--- src/rtl/chad_muldiv_pkg.sv ---
// -----------------------------------------------------------------------------
// chad_muldiv_pkg
// Shared constants for the chad multiply/divide coprocessor:
//   - command select codes decoded from sel[2:0]
//   - read-select (rsel) encoding for the cop output mux
//   - bit positions inside the STAT read word
//   - IDLE/RUN state encoding of the iteration FSM
// -----------------------------------------------------------------------------
package chad_muldiv_pkg;

    // Command select codes (sel[2:0]); 5..7 are reserved.
    localparam logic [2:0] SEL_LO   = 3'd0;
    localparam logic [2:0] SEL_HI   = 3'd1;
    localparam logic [2:0] SEL_STAT = 3'd2;
    localparam logic [2:0] SEL_MUL  = 3'd3;
    localparam logic [2:0] SEL_DIV  = 3'd4;

    // What the cop output currently shows.
    typedef enum logic [1:0] {
        RSEL_LO   = 2'd0,
        RSEL_HI   = 2'd1,
        RSEL_STAT = 2'd2
    } rsel_t;

    // Bit positions inside the STAT word; all higher bits read 0.
    localparam int STAT_BUSY = 0;
    localparam int STAT_OVF  = 1;
    localparam int STAT_DZ   = 2;
    localparam int STAT_OP   = 3;

    // Iteration FSM.
    typedef enum logic {
        ST_IDLE = 1'b0,
        ST_RUN  = 1'b1
    } state_t;

endpackage : chad_muldiv_pkg

--- src/rtl/chad_muldiv_if.sv ---
// -----------------------------------------------------------------------------
// chad_muldiv_if
// Coprocessor port between the chad core (master) and chad_muldiv (slave).
//   hold   core hold; no command is accepted while high
//   copgo  command strobe
//   sel    command select (insn[10:0]); only sel[2:0] is decoded
//   copa   operand A (core T)
//   copb   operand B (core N)
//   copc   operand C (core W); reserved
//   cop    read data returned to the core
//   busy   operation in progress
// -----------------------------------------------------------------------------
interface chad_muldiv_if #(
    parameter int WIDTH = 18
) ();

    logic             hold;
    logic             copgo;
    logic [10:0]      sel;
    logic [WIDTH-1:0] copa;
    logic [WIDTH-1:0] copb;
    logic [WIDTH-1:0] copc;
    logic [WIDTH-1:0] cop;
    logic             busy;

    // Core side: issues commands, reads results.
    modport master (
        output hold, copgo, sel, copa, copb, copc,
        input  cop, busy
    );

    // Coprocessor side.
    modport slave (
        input  hold, copgo, sel, copa, copb, copc,
        output cop, busy
    );

endinterface : chad_muldiv_if

--- src/rtl/chad_muldiv_step.sv ---
// -----------------------------------------------------------------------------
// chad_muldiv_step
// One combinational iteration of the multiply/divide engine.
//   i_op     0 = shift-add multiply step, 1 = restoring divide step
//   i_hi     current high word (partial product / partial remainder)
//   i_lo     current low word (multiplier bits / dividend-quotient bits)
//   i_mcand  multiplicand or divisor
//   o_hi     next high word
//   o_lo     next low word
// Build option: CHAD_MULDIV_DIV_EN builds the divide path; without it only
// the multiply step exists and i_op is ignored.
// -----------------------------------------------------------------------------
module chad_muldiv_step #(
    parameter int WIDTH = 18
) (
    input  logic             i_op,
    input  logic [WIDTH-1:0] i_hi,
    input  logic [WIDTH-1:0] i_lo,
    input  logic [WIDTH-1:0] i_mcand,
    output logic [WIDTH-1:0] o_hi,
    output logic [WIDTH-1:0] o_lo
);

    // Multiply: add multiplicand when the current multiplier bit is set, keeping
    // the carry, then shift the whole {carry,hi,lo} right by one.
    logic [WIDTH:0] w_sum;
    assign w_sum = {1'b0, i_hi} + (i_lo[0] ? {1'b0, i_mcand} : '0);

`ifdef CHAD_MULDIV_DIV_EN
    // Divide: bring the next dividend bit into the partial remainder and try
    // to subtract the divisor. While the divisor is non-zero the remainder stays
    // below it, so the difference fits WIDTH+1 bits and bit WIDTH is its sign.
    // With a zero divisor the remainder never reaches bit WIDTH either, so every
    // step "succeeds": quotient becomes all ones and hi collects the dividend.
    logic [WIDTH:0] w_rem;
    logic [WIDTH:0] w_diff;
    assign w_rem  = {i_hi, i_lo[WIDTH-1]};
    assign w_diff = w_rem - {1'b0, i_mcand};

    always_comb begin
        o_hi = w_sum[WIDTH:1];
        o_lo = {w_sum[0], i_lo[WIDTH-1:1]};
        if (i_op) begin
            if (!w_diff[WIDTH]) begin
                o_hi = w_diff[WIDTH-1:0];
                o_lo = {i_lo[WIDTH-2:0], 1'b1};
            end else begin
                o_hi = w_rem[WIDTH-1:0];
                o_lo = {i_lo[WIDTH-2:0], 1'b0};
            end
        end
    end
`else
    logic w_unused_op;
    assign w_unused_op = i_op;

    assign o_hi = w_sum[WIDTH:1];
    assign o_lo = {w_sum[0], i_lo[WIDTH-1:1]};
`endif

endmodule : chad_muldiv_step

--- src/rtl/chad_muldiv.sv ---
// -----------------------------------------------------------------------------
// chad_muldiv
// Iterative multiply/divide coprocessor on the chad core's coprocessor port.
// One result bit per clock; busy is high for exactly WIDTH cycles after the
// edge that accepts a start command, results are valid once busy drops.
// Ports:
//   clk    system clock, all state on posedge
//   reset  asynchronous, active-high reset
//   bus    chad_muldiv_if.slave: hold, copgo, sel, copa, copb, copc in;
//          cop, busy out
// Build option: CHAD_MULDIV_DIV_EN enables select 4 (unsigned restoring
// divide). Without it select 4 is reserved and STAT dz/op read 0.
// -----------------------------------------------------------------------------
module chad_muldiv
    import chad_muldiv_pkg::*;
#(
    parameter int WIDTH = 18
) (
    input  logic          clk,
    input  logic          reset,
    chad_muldiv_if.slave  bus
);

    localparam int CNT_W = $clog2(WIDTH + 1);

    state_t           r_state;
    state_t           w_state_next;
    logic [WIDTH-1:0] r_lo;
    logic [WIDTH-1:0] r_hi;
    logic [WIDTH-1:0] r_mcand;
    logic [CNT_W-1:0] r_cnt;
    logic             r_ovf;
    rsel_t            r_rsel;

    logic             w_op;
    logic             w_dz;
    logic             w_busy;
    logic             w_accept;
    logic [2:0]       w_sel;
    logic             w_start_mul;
    logic             w_start_div;
    logic             w_start;
    logic             w_launch;
    logic             w_last;
    logic [WIDTH-1:0] w_step_hi;
    logic [WIDTH-1:0] w_step_lo;
    logic [WIDTH-1:0] w_stat;

    // copc and the undecoded select bits are reserved.
    logic w_unused;
    assign w_unused = ^{bus.copc, bus.sel[10:3]};

    // ---------------- command decode ----------------
    assign w_accept    = bus.copgo & ~bus.hold;
    assign w_sel       = bus.sel[2:0];
    assign w_busy      = (r_state == ST_RUN);
    assign w_start_mul = w_accept & (w_sel == SEL_MUL);
`ifdef CHAD_MULDIV_DIV_EN
    assign w_start_div = w_accept & (w_sel == SEL_DIV);
`else
    assign w_start_div = 1'b0;
`endif
    assign w_start  = w_start_mul | w_start_div;
    // A start only launches from IDLE; while busy it just flags overflow.
    assign w_launch = w_start & ~w_busy;
    assign w_last   = w_busy & (r_cnt == CNT_W'(1));

    // ---------------- FSM ----------------
    always_ff @(posedge clk or posedge reset) begin
        if (reset) begin
            r_state <= ST_IDLE;
        end else begin
            r_state <= w_state_next;
        end
    end

    always_comb begin
        w_state_next = r_state;
        case (r_state)
            ST_IDLE: if (w_launch) w_state_next = ST_RUN;
            ST_RUN:  if (w_last)   w_state_next = ST_IDLE;
            default: w_state_next = ST_IDLE;
        endcase
    end

    // ---------------- datapath ----------------
    chad_muldiv_step #(
        .WIDTH (WIDTH)
    ) u_step (
        .i_op    (w_op),
        .i_hi    (r_hi),
        .i_lo    (r_lo),
        .i_mcand (r_mcand),
        .o_hi    (w_step_hi),
        .o_lo    (w_step_lo)
    );

    // Iteration ignores hold: once launched it always runs WIDTH steps.
    always_ff @(posedge clk or posedge reset) begin
        if (reset) begin
            r_lo    <= '0;
            r_hi    <= '0;
            r_mcand <= '0;
            r_cnt   <= '0;
        end else if (w_launch) begin
            r_lo    <= bus.copa;
            r_hi    <= '0;
            r_mcand <= bus.copb;
            r_cnt   <= CNT_W'(WIDTH);
        end else if (w_busy) begin
            r_lo    <= w_step_lo;
            r_hi    <= w_step_hi;
            r_cnt   <= r_cnt - CNT_W'(1);
        end
    end

`ifdef CHAD_MULDIV_DIV_EN
    logic r_op;
    logic r_dz;

    always_ff @(posedge clk or posedge reset) begin
        if (reset) begin
            r_op <= 1'b0;
            r_dz <= 1'b0;
        end else if (w_launch) begin
            r_op <= w_start_div;
            r_dz <= w_start_div & (bus.copb == '0);
        end
    end

    assign w_op = r_op;
    assign w_dz = r_dz;
`else
    assign w_op = 1'b0;
    assign w_dz = 1'b0;
`endif

    // ---------------- read select and overflow flag ----------------
    // Non-start selects are honoured even while busy. A start that collides
    // with a running operation is dropped and only leaves the sticky ovf.
    always_ff @(posedge clk or posedge reset) begin
        if (reset) begin
            r_rsel <= RSEL_LO;
            r_ovf  <= 1'b0;
        end else if (w_accept) begin
            case (w_sel)
                SEL_LO: r_rsel <= RSEL_LO;
                SEL_HI: r_rsel <= RSEL_HI;
                SEL_STAT: begin
                    r_rsel <= RSEL_STAT;
                    r_ovf  <= 1'b0;
                end
                default: begin
                    if (w_start) begin
                        if (w_busy) begin
                            r_ovf <= 1'b1;
                        end else begin
                            r_rsel <= RSEL_LO;
                        end
                    end
                end
            endcase
        end
    end

    // ---------------- read mux ----------------
    // Built only from registers, so cop follows lo/hi live during a run.
    always_comb begin
        w_stat            = '0;
        w_stat[STAT_BUSY] = w_busy;
        w_stat[STAT_OVF]  = r_ovf;
        w_stat[STAT_DZ]   = w_dz;
        w_stat[STAT_OP]   = w_op;
    end

    always_comb begin
        bus.cop = '0;
        case (r_rsel)
            RSEL_LO:   bus.cop = r_lo;
            RSEL_HI:   bus.cop = r_hi;
            RSEL_STAT: bus.cop = w_stat;
            default:   bus.cop = '0;
        endcase
    end

    assign bus.busy = w_busy;

endmodule : chad_muldiv

--- src/flat_wrapper.sv ---
// flat-port wrapper written by rule: the top's interface ports become plain ports
module chad_muldiv_flat import chad_muldiv_pkg::*;
#(
    parameter int WIDTH = 18
)
  (clk, reset, bus_hold, bus_copgo, bus_sel, bus_copa, bus_copb, bus_copc, bus_cop, bus_busy);
  chad_muldiv_if #(.WIDTH(WIDTH)) bus_i ();
  input  logic clk;
  input  logic reset;
  input wire logic [$bits(bus_i.hold)-1:0] bus_hold;
  input wire logic [$bits(bus_i.copgo)-1:0] bus_copgo;
  input wire logic [$bits(bus_i.sel)-1:0] bus_sel;
  input wire logic [$bits(bus_i.copa)-1:0] bus_copa;
  input wire logic [$bits(bus_i.copb)-1:0] bus_copb;
  input wire logic [$bits(bus_i.copc)-1:0] bus_copc;
  output wire logic [$bits(bus_i.cop)-1:0] bus_cop;
  output wire logic [$bits(bus_i.busy)-1:0] bus_busy;
  assign bus_i.hold = bus_hold;
  assign bus_i.copgo = bus_copgo;
  assign bus_i.sel = bus_sel;
  assign bus_i.copa = bus_copa;
  assign bus_i.copb = bus_copb;
  assign bus_i.copc = bus_copc;
  assign bus_cop = bus_i.cop;
  assign bus_busy = bus_i.busy;
  chad_muldiv #(.WIDTH(WIDTH)) u_core (.clk(clk), .reset(reset), .bus(bus_i));
endmodule
--- config.mk ---
export PLATFORM = sky130hd
export DESIGN_NAME = chad_muldiv_flat
export DESIGN_NICKNAME = d
export VERILOG_FILES = /design/src/rtl/chad_muldiv_pkg.sv /design/src/rtl/chad_muldiv_if.sv /design/src/rtl/chad_muldiv_step.sv /design/src/rtl/chad_muldiv.sv /design/src/flat_wrapper.sv
export SDC_FILE = /design/constraint.sdc
export NUM_CORES = 1
export LEC_CHECK = 0
export CAP_MARGIN = 20
export CORE_MARGIN = 1.5
export CORE_UTILIZATION = 57
export CTS_BUF_LIST = sky130_fd_sc_hd__clkbuf_4 sky130_fd_sc_hd__clkbuf_8
export CTS_CLUSTER_DIAMETER = 200
export DETAILED_ROUTE_END_ITERATION = 8
export PLACE_DENSITY = 0.88
export REMOVE_ABC_BUFFERS = 1
export SETUP_SLACK_MARGIN = 0.05
export SLEW_MARGIN = 10
export SYNTH_ARGS = -nofsm -noshare
export SYNTH_HDL_FRONTEND = slang
export SYNTH_SLANG_ARGS = --single-unit
--- constraint.sdc ---
create_clock -name clk -period 3.3 [get_ports clk]
set_input_delay 0.33 -clock clk [delete_from_list [all_inputs] [get_ports clk]]
set_output_delay 0.33 -clock clk [all_outputs]
set_load 0.05 [all_outputs]
-- After elaboration in Yosys (flattened, before gate mapping)
Cells that the tools add are included.
- bits in registers: 63
- output and inout bits: 19
- logic and storage cells: 49
- add/subtract/negate cells: 2
- eq/ne operators: 7
- muxes and demuxes: 17
- bitwise logic cells: 7
- reductions and logical operators: 9
- operator list (kind ; number):
    18-bit two-way mux ; 5
    18-bit case mux with 3 select lines ; 1
    18-bit by 19-bit adder with 19-bit output ; 1
    5-bit two-way mux ; 2
    3-bit by 2-bit == test with 1-bit output, second input constant ; 2
    2-bit case mux with 3 select lines ; 1
    2-bit nonzero test ; 3
    5-bit by 1-bit == test with 1-bit output, second input constant ; 1
    5-bit by 1-bit subtractor with 5-bit output, second input constant ; 1
    1-bit AND ; 4
    1-bit two-way mux ; 4
    2-bit two-way mux ; 2
    4-bit != test, second input constant ; 1
    1-bit case mux with 2 select lines ; 2
    4-bit AND reduction ; 1
    4-bit nonzero test ; 1
    3-bit by 1-bit == test with 1-bit output, second input constant ; 1
    3-bit logical NOT ; 1
    1-bit inverter ; 3
    3-bit AND reduction ; 1
    2-bit by 1-bit == test with 1-bit output, second input constant ; 1
    2-bit == test, second input constant ; 1
    2-bit logical NOT ; 1
    2-bit OR reduction ; 1

-- Depth between registers and ports, before layout
Gate-level depths: netlist (run 1).
- word-level depth: 6
- gate-level depth with buffers: 10
- depth with buffers taken out: 9

-- Modules after synthesis
Synthesis (run 1) repeated with hierarchy kept, for this count alone.
- cells, all modules: 395
- area, all modules: 4144.0 um2
- modules (own cells, without submodules) (module ; instances ; cells each ; area each (um2) ; sequential area each (um2)):
    chad_muldiv ; 1 ; 223 ; 2935.3 ; 1576.5
    chad_muldiv_step ; 1 ; 172 ; 1208.7 ; 0.0

-- Worst setup path before layout (run 1)
No wires, ideal clock.
- path kind: flip-flop to output port
- start: register u_core.r_state (netlist: u_core.bus.busy)
- end: output port bus_cop[0]
- arrival: 2.115 ns
- required time: 2.970 ns
- path slack: 0.855 ns
- stages on the path, launching flop included: 6
- cell sequence: dfrtp_1 > buf_2 > clkbuf_1 > clkbuf_1 > nand3b_1 > o21ai_0
- cells in the longest elaborated chain, start to end: 1
- ends and longest elaborated chain (element ; RTL line ; text):
    from (decl) ; chad_muldiv.sv:26 ; state_t r_state;
    from (signal assigned) ; chad_muldiv.sv:73 ; r_state <= w_state_next;
    18-bit case mux with 3 select lines ; chad_muldiv.sv:178 ; case (r_rsel)
    to (decl) ; flat_wrapper.sv:16 ; output wire logic [$bits(bus_i.cop)-1:0] bus_cop;
No other way between the ends.

-- Final worst setup path (run 1)
- start: register u_core.r_lo[0]
- end: register u_core.r_hi[11]
- cells in the longest elaborated chain, start to end: 4
- ends and longest elaborated chain (element ; RTL line ; text):
    from (decl) ; chad_muldiv.sv:28 ; logic [WIDTH-1:0] r_lo;
    from (signal assigned) ; chad_muldiv.sv:106 ; r_lo <= bus.copa;
    from (signal assigned) ; chad_muldiv.sv:111 ; r_lo <= w_step_lo;
    18-bit two-way mux ; chad_muldiv_step.sv:27 ; assign w_sum = {1'b0, i_hi} + (i_lo[0] ? {1'b0, i_mcand} : '0);
    18-bit by 19-bit adder with 19-bit output ; chad_muldiv_step.sv:27 ;
    18-bit two-way mux ; chad_muldiv.sv:110 ; end else if (w_busy) begin
    18-bit two-way mux ; chad_muldiv.sv:105 ; end else if (w_launch) begin
    to (signal assigned) ; chad_muldiv.sv:112 ; r_hi <= w_step_hi;
    to (decl) ; chad_muldiv.sv:29 ; logic [WIDTH-1:0] r_hi;
No other way between the ends. The select of a mux whose other input is x is not followed.
A chain may end at the register's enable or synchronous reset.

==> impl_results.md, run 1 <==
- Final ANT Viol Nets: 0
- CTS tree: yes
- Largest net degree at the start of global routing: 43
- Mapped cell area: 4050 µm²
- Routed WL: 9630 µm
- Initial DRC count: 344
- DP HPWL: 6930 µm
- Skew final: 0.0103 ns
- Data arrival, critical path: 2.98 ns
- P_leak: 2.12 nW
- VDD IR-drop max: 343 µV
- Register area share after synthesis: 38.9%
- Drt wl/cell: 16.5 µm
- Worst Hold Class: in -> async
- Hold Buf Count CTS: 0
- Critical Path End Type: flop
- Dpl cell area: 4710 µm²
- Top post-synthesis cells by area: dfrtp_1 (39%), mux2i_1 (9.6%), ha_1 (6.2%)
- Port bufs: 61
- Via/cell ratio: 6.06
- Die area: 7620 µm²
- Fmax: 370 MHz
- Global-route wire length before repair: 16,200 µm
- Final Hold Vio Count: 0
- H-tree Lvls: 3
- Post_cts resized: 0
- # nets final: 572
- IO Count: 88
- FF+latch count, synth: 63
- Core Region: 6830 µm²
- Cell taking the most area after synthesis: dfrtp_1
- Layout filler cell count: 512
- CTS buffer count: 9
- Worst-Skew Late Latency: 0.34 ns
- Deepest clock path buffer count: 2
- Routability Congestion: 0.980
- Fraction of layout cells with a size suffix above 1: 8.83%
- Clock slew at reported path FFs: 0.08 ns
- Synth async-reset ratio: 100%
- Multi-input logic area: 2320 µm²
- Pwr dens: 809 nW/µm²
- Mean Syn Cell Area: 9.49 µm²
- Pins Over Slew Limit: 0
- Post-CTS Repair Setup Buffers: 0
- Critical Path Source Type: flop
- RSZ-0062 raised after global routing: no
- Grt total ovfl: 0
- Hold_ws: 0.419 ns
- Area share of the largest cell type after synthesis: 38.9%
- Overall power: 3.98 mW
- Die Ht: 87.3 µm
- Clock root buffer: clkbuf_8
- Crit path max fanout: 20
- Synth-to-layout area growth: 21.5%
- Yosys Warn Count: 0
- Most common cell in the synthesized netlist: dfrtp_1
- Tmin final: 2.70 ns
- N_diodes: 0
- Starting Density: 59.3%
- Top_reg_cell synth: dfrtp_1
- EDFF count, synth: 0
- Max-slew headroom: 52.1%
- DRC: 0
- Synth cell types: 57
- Clk sinks: 63
- Drt first pass iters: 5
- Max-capacitance violation count: 0
- Final Setup Violations: 0
- DR vias: 3,534
- FP Rows: 30
- Vias in the first global route: 3,445
- R2r worst-path depth: 9
- Post-route cell area: 4920 µm²
- Register area: 1580 µm²
- Outcome: complete, no violations
- Slew of the pin with the lowest slew margin: 0.718 ns
- WS Path Type: reg -> reg
- Worst Path Required: 3.58 ns
- Post-synth top cells: dfrtp_1 (63), nand2_1 (55), mux2i_1 (39)
- Final period util: 81.8%
- Placed insts: 567
- Die width: 87.3 µm
- Layout Cells excl Fill: 583
- Total Routing Usage GR: 27.2%
- Post-route setup TNS: 0 ns
- Initial antenna violation count: 0
- Syn Inst Count: 427
cell type report:
cell class / instances / area share (%)
clock inverter: 5 / 1.14
timing repair buffer: 67 / 13.3
inverter: 11 / 0.839
sequential: 63 / 32.1
tap: 96 / 2.44
multi-input combinational: 330 / 47.1
clock buffer: 11 / 3.08
worst paths after layout:
| path | start | to | slack, ns |
|---|---|---|---|
| max in group asynchronous | reset | u_core.r_mcand[8] | 2.18 |
| worst max register to register | u_core.r_lo[0] | u_core.r_hi[11] | 0.60 |
| min in group clk | u_core.r_mcand[4] | u_core.r_mcand[4] | 0.48 |
| worst min-delay path | reset | u_core.r_rsel[1] | 0.42 |
| worst min register to register | u_core.r_mcand[4] | u_core.r_mcand[4] | 0.48 |
| worst max-delay path | u_core.r_lo[0] | u_core.r_hi[11] | 0.60 |
per-layer routing:
layer	wire length [µm]	GRT usage (%)
met1	4140	37.3
met3	636	3.41
met2	4600	43.1
met4	255	12.1
met5	0	0
kinds of logic (layout without fill, tap and decap cells):
family,count (synthesis),after routing,synth area share [%]
AO/OA/AOI/OAI,106,106,17.4
XOR/XNOR,7,7,1.51
adder cells (fa/ha/maj),21,21,6.67
buffers and inverters,34,94,3.83
flip-flops,63,63,38.9
multiplexers,58,58,14.9
AND/OR/NAND/NOR,138,138,16.7
where the power goes:
part	switching [mW]	total (mW)	internal (mW)
Combinational	1.15	1.90	0.754
Clock	0.307	0.695	0.388
Sequential	0.315	1.38	1.07
per-stage QoR:
step,worst slack [ns],utilization (%)
detailed placement,0.628,69.0
global placement,0.712,69.0
floorplan,0.280,-
global route,0.396,72.1
finish,0.600,72.1
CTS,0.605,72.1
worst max-delay path, cell delays in order, from the launching register on:
cell and delay (ns):
dfrtp_1 0.65, and2_1 0.20, ha_1 0.16, inv_1 0.06, fa_1 0.37, nand2b_1 0.20
a21oi_2 0.29, nor3_1 0.12, or4_1 0.47, nand3_1 0.10
layout by cell type (no fill, tap or decap), types with 2 or more instances in the layout:
cell type        instances
nor2_1                  26
or3_1                    5
nor3_1                   7
a211o_1                  3
clkinv_2                 2
mux2i_1                 39
o21ai_0                 12
ha_1                    20
dfrtp_1                 62
a21oi_1                 17
clkdlybuf4s50_1         61
a32o_1                   4
o311ai_1                 2
inv_1                   10
buf_4                    6
clkbuf_8                11
a21oi_2                  2
mux2_1                  10
nand2b_1                 6
nand2_1                 55
a31oi_1                  2
a21o_1                   7
nand3_1                  6
nand4_1                  5
o22ai_1                  7
o211ai_1                 8
xor2_1                   6
o21ai_1                 23
o21a_1                   3
mux2_2                   9
a211oi_1                 2
and2_1                  18
a2111o_1                 2
o31ai_1                  2
flip-flops by register name (all words and copies together) (netlist names):
name / cells
u_core.r_cnt: 5
u_core.r_lo: 18
u_core.r_rsel: 2
u_core.r_mcand: 18
u_core.r_hi: 18
u_core.bus.busy: 1
u_core.r_ovf: 1
No activity file was read; power rests on OpenSTA's default activity.
==> run 2, diff against run 1 <==
--- a/config.mk
+++ b/config.mk
@@ -7,11 +7,11 @@
 export LEC_CHECK = 0
 export CAP_MARGIN = 20
 export CORE_MARGIN = 1.5
-export CORE_UTILIZATION = 57
+export CORE_UTILIZATION = 53
 export CTS_BUF_LIST = sky130_fd_sc_hd__clkbuf_4 sky130_fd_sc_hd__clkbuf_8
 export CTS_CLUSTER_DIAMETER = 200
 export DETAILED_ROUTE_END_ITERATION = 8
-export PLACE_DENSITY = 0.88
+export PLACE_DENSITY = 0.83
 export REMOVE_ABC_BUFFERS = 1
 export SETUP_SLACK_MARGIN = 0.05
 export SLEW_MARGIN = 10
==> constraint.sdc (replaced) <==
create_clock -name clk -period 2.7 [get_ports clk]
set_input_delay 0.27 -clock clk [delete_from_list [all_inputs] [get_ports clk]]
set_output_delay 0.27 -clock clk [all_outputs]
set_load 0.05 [all_outputs]
==> run 2 against run 1 <==
- final cell count is 1.2% higher
- critical path depth is 1 lower
- hold slack got worse by 0.085 ns
- die area increased by 7.3%
- critical path type unchanged
- largest power group unchanged
- highest routed layer unchanged
==> impl_results.md, run 2 (same netlist as run 1, synthesis figures left out) <==
- Crit path max fanout: 17 (-15%)
- Routability Congestion: 0.955 (-2.5%)
- Commonest non-fill, non-tap cell in the layout: dfrtp_1
- VDD IR-drop max: 444 µV (+30%)
- CTS tree: yes
- Post-CTS Repair Setup Buffers: 0 (unchanged)
- Initial antenna violation count: 0 (unchanged)
- Final period util: 92.4% (+11 points)
- R2R setup slack: 0.20 ns (-0.40 ns)
- Final Hold Vio Count: 0 (unchanged)
- RSZ-0062 raised after global routing: no
- Layout filler cell count: 602 (+18%)
- Slowest-stage cell, CP: dfrtp_1
- Final Setup Violations: 0 (unchanged)
- Core Region: 7330 µm² (+7.3%)
- Most frequent cells in the layout: dfrtp_1 (62), nand2_1 (55), clkdlybuf4s50_1 (51)
- Worst Setup Slack post-DPL: 0.284 ns (-0.344 ns)
- Logic gate share of total power: 47.5% (-0.3 points)
- DRC: 0 (unchanged)
- Initial DRC count: 254 (-26%)
- Fraction of layout cells with a size suffix above 1: 11.6% (+2.8 points)
- # nets final: 576 (+0.70%)
- Global-route wire length before repair: 15,700 µm (-3.2%)
- Cell Chain, Critical Path: buf_4 > and2_1 > ha_1 > a21o_1 > a21oi_4 > a211oi_1 > or3_1 > a32o_1
- Crit path largest cell delay: 0.41 ns (-0.24 ns)
- Critical Path Source Type: flop
- Worst Path Required: 2.92 ns (-0.66 ns)
- FP Rows: 31 (+3.3%)
- Worst-Skew Late Latency: 0.35 ns (about the same)
- Pwr dens: 997 nW/µm² (+23%)
- R2r worst-path depth: 8 (-1)
- Drt first pass iters: 5 (unchanged)
- N_diodes: 0 (unchanged)
- DR vias: 3,443 (-2.6%)
- CTS buffer count: 9 (unchanged)
- Deepest clock path buffer count: 2 (unchanged)
- Final WS setup: 0.205 ns (-0.396 ns)
- Worst Hold Class: in -> async
- Die Ht: 90.4 µm (+3.6%)
- DP HPWL: 6800 µm (-1.8%)
- Largest registers: u_core.r_hi x18, u_core.r_lo x18, u_core.r_mcand x18
- Fmax: 401 MHz (+8.2%)
- Clk sinks: 63 (unchanged)
- Hold Buf Count CTS: 0 (unchanged)
- Die width: 90.4 µm (+3.6%)
- CP delay by family, top: compound AO/OA/AOI/OAI gates
- Outcome: complete, no violations
- H-tree Lvls: 3 (unchanged)
- Switching portion of total power: 43.5% (-0.94 points)
- Die area: 8180 µm² (+7.3%)
- Slew of the pin with the lowest slew margin: 0.687 ns (-0.0306 ns)
- Routed WL: 9230 µm (-4.2%)
- Vias in the first global route: 3,294 (-4.4%)
- Max-capacitance violation count: 0 (unchanged)
- Tmin final: 2.50 ns (-0.204 ns)
- Multi-input logic area: 2320 µm² (unchanged)
- IO Count: 88 (unchanged)
- Worst r2r src: u_core.r_lo[0]
- Switching power: 2.15 mW (+21%)
- Int Pwr: 2.79 mW (+26%)
- Port bufs: 61 (unchanged)
- Largest net degree at the start of global routing: 34 (-21%)
- Skew final: 0.0126 ns (+0.00229 ns)
- Synth-to-layout area growth: 22.5%
- Critical path depth: 8 (-1)
- Drt wl/cell: 15.6 µm (-5.3%)
- Post_cts resized: 0 (unchanged)
- Clock network fraction of design power: 18.9% (+1.4 points)
- Pins Over Slew Limit: 0 (unchanged)
- Final ANT Viol Nets: 0 (unchanged)
- P_leak: 2.17 nW (+2.3%)
- Clock slew at reported path FFs: 0.08 ns (about the same)
- Data arrival, critical path: 2.72 ns (-0.26 ns)
- Hold_ws: 0.334 ns (-0.0855 ns)
- Starting Density: 55.3% (-4.0 points)
- Register area: 1580 µm² (unchanged)
- Buf/Inv on CP: 1 (unchanged)
- Clock root buffer: clkbuf_8
- Via/cell ratio: 5.84 (-3.7%)
- Critical Path End Type: flop
- WS Path Type: reg -> reg
- Total Routing Usage GR: 23.8% (-3.3 points)
- Reg2reg end: u_core.r_hi[10]
- Part of the power in registers: 33.6% (-1.2 points)
- Max-slew headroom: 54.1% (+2.0 points)
- Grt total ovfl: 0 (unchanged)
- Post-route setup TNS: 0 ns (unchanged)
-- run 2: worst max path at each step --
| stage | startpoint | end | slack [ns] |
|---|---|---|---|
| detailed placement | u_core.r_lo[0] | u_core.r_hi[10] | 0.28 |
| global placement | u_core.r_lo[0] | u_core.r_hi[10] | 0.32 |
| floorplan | u_core.bus.busy | u_core.r_hi[11] | -0.32 |
| CTS | u_core.r_lo[0] | u_core.r_hi[10] | 0.24 |
| global route | u_core.r_lo[0] | u_core.r_hi[11] | 0.10 |
| finish | u_core.r_lo[0] | u_core.r_hi[10] | 0.20 |
-- run 2: area by class of cell --
| cell class | count | area share [%] |
|---|---|---|
| well taps | 99 | 2.50 |
| flip-flops and latches | 63 | 31.8 |
| clock inverters | 5 | 1.64 |
| clock buffers | 11 | 2.92 |
| inverters | 11 | 0.832 |
| multi-input cells | 330 | 46.7 |
| repair buffers | 71 | 13.6 |
-- run 2: metal layers --
layer / share of wire [%] / global-route usage (%) / vias up / wire length [µm]
met5: 0 / 0 / - / 0
met4: 2.1 / 10.4 / 0 / 195
met3: 4.7 / 3.03 / 15 / 433
met2: 46 / 37.4 / 104 / 4270
met1: 47 / 33.0 / 1662 / 4330
li1: - / - / 1662 / -
-- run 2: worst reg2reg max path, delay by kind of cell, from the launching register on --
kind / cells / cell delay, ns
AOI/OAI and AO/OA: 4 / 0.87
adders and majority gates: 1 / 0.36
buffers and inverters: 1 / 0.19
DFF: 1 / 0.41
and+or+nand+nor: 2 / 0.54
-- run 2: power groups by stage --
stage | Clock [mW] | Sequential, mW | Combinational, mW
4_1_cts | 0.943 | 1.65 | 2.35
2_1_floorplan | 0 | 1.65 | 1.62
6_report | 0.934 | 1.66 | 2.35
5_1_grt | 0.984 | 1.72 | 2.57
3_5_place_dp | 0 | 1.66 | 2.33
3_3_place_gp | 0 | 1.64 | 2.25
-- run 2: through the flow --
stage	utilization (%)	std cells	instance area, µm²	power, mW
after global placement	64.6	574	4740	3.89
final	67.7	590	4960	4.95
after detailed placement	64.6	574	4740	3.99
after CTS	67.7	590	4960	4.94
after global routing	67.7	590	4960	5.28
after floorplan	-	404	3940	3.27
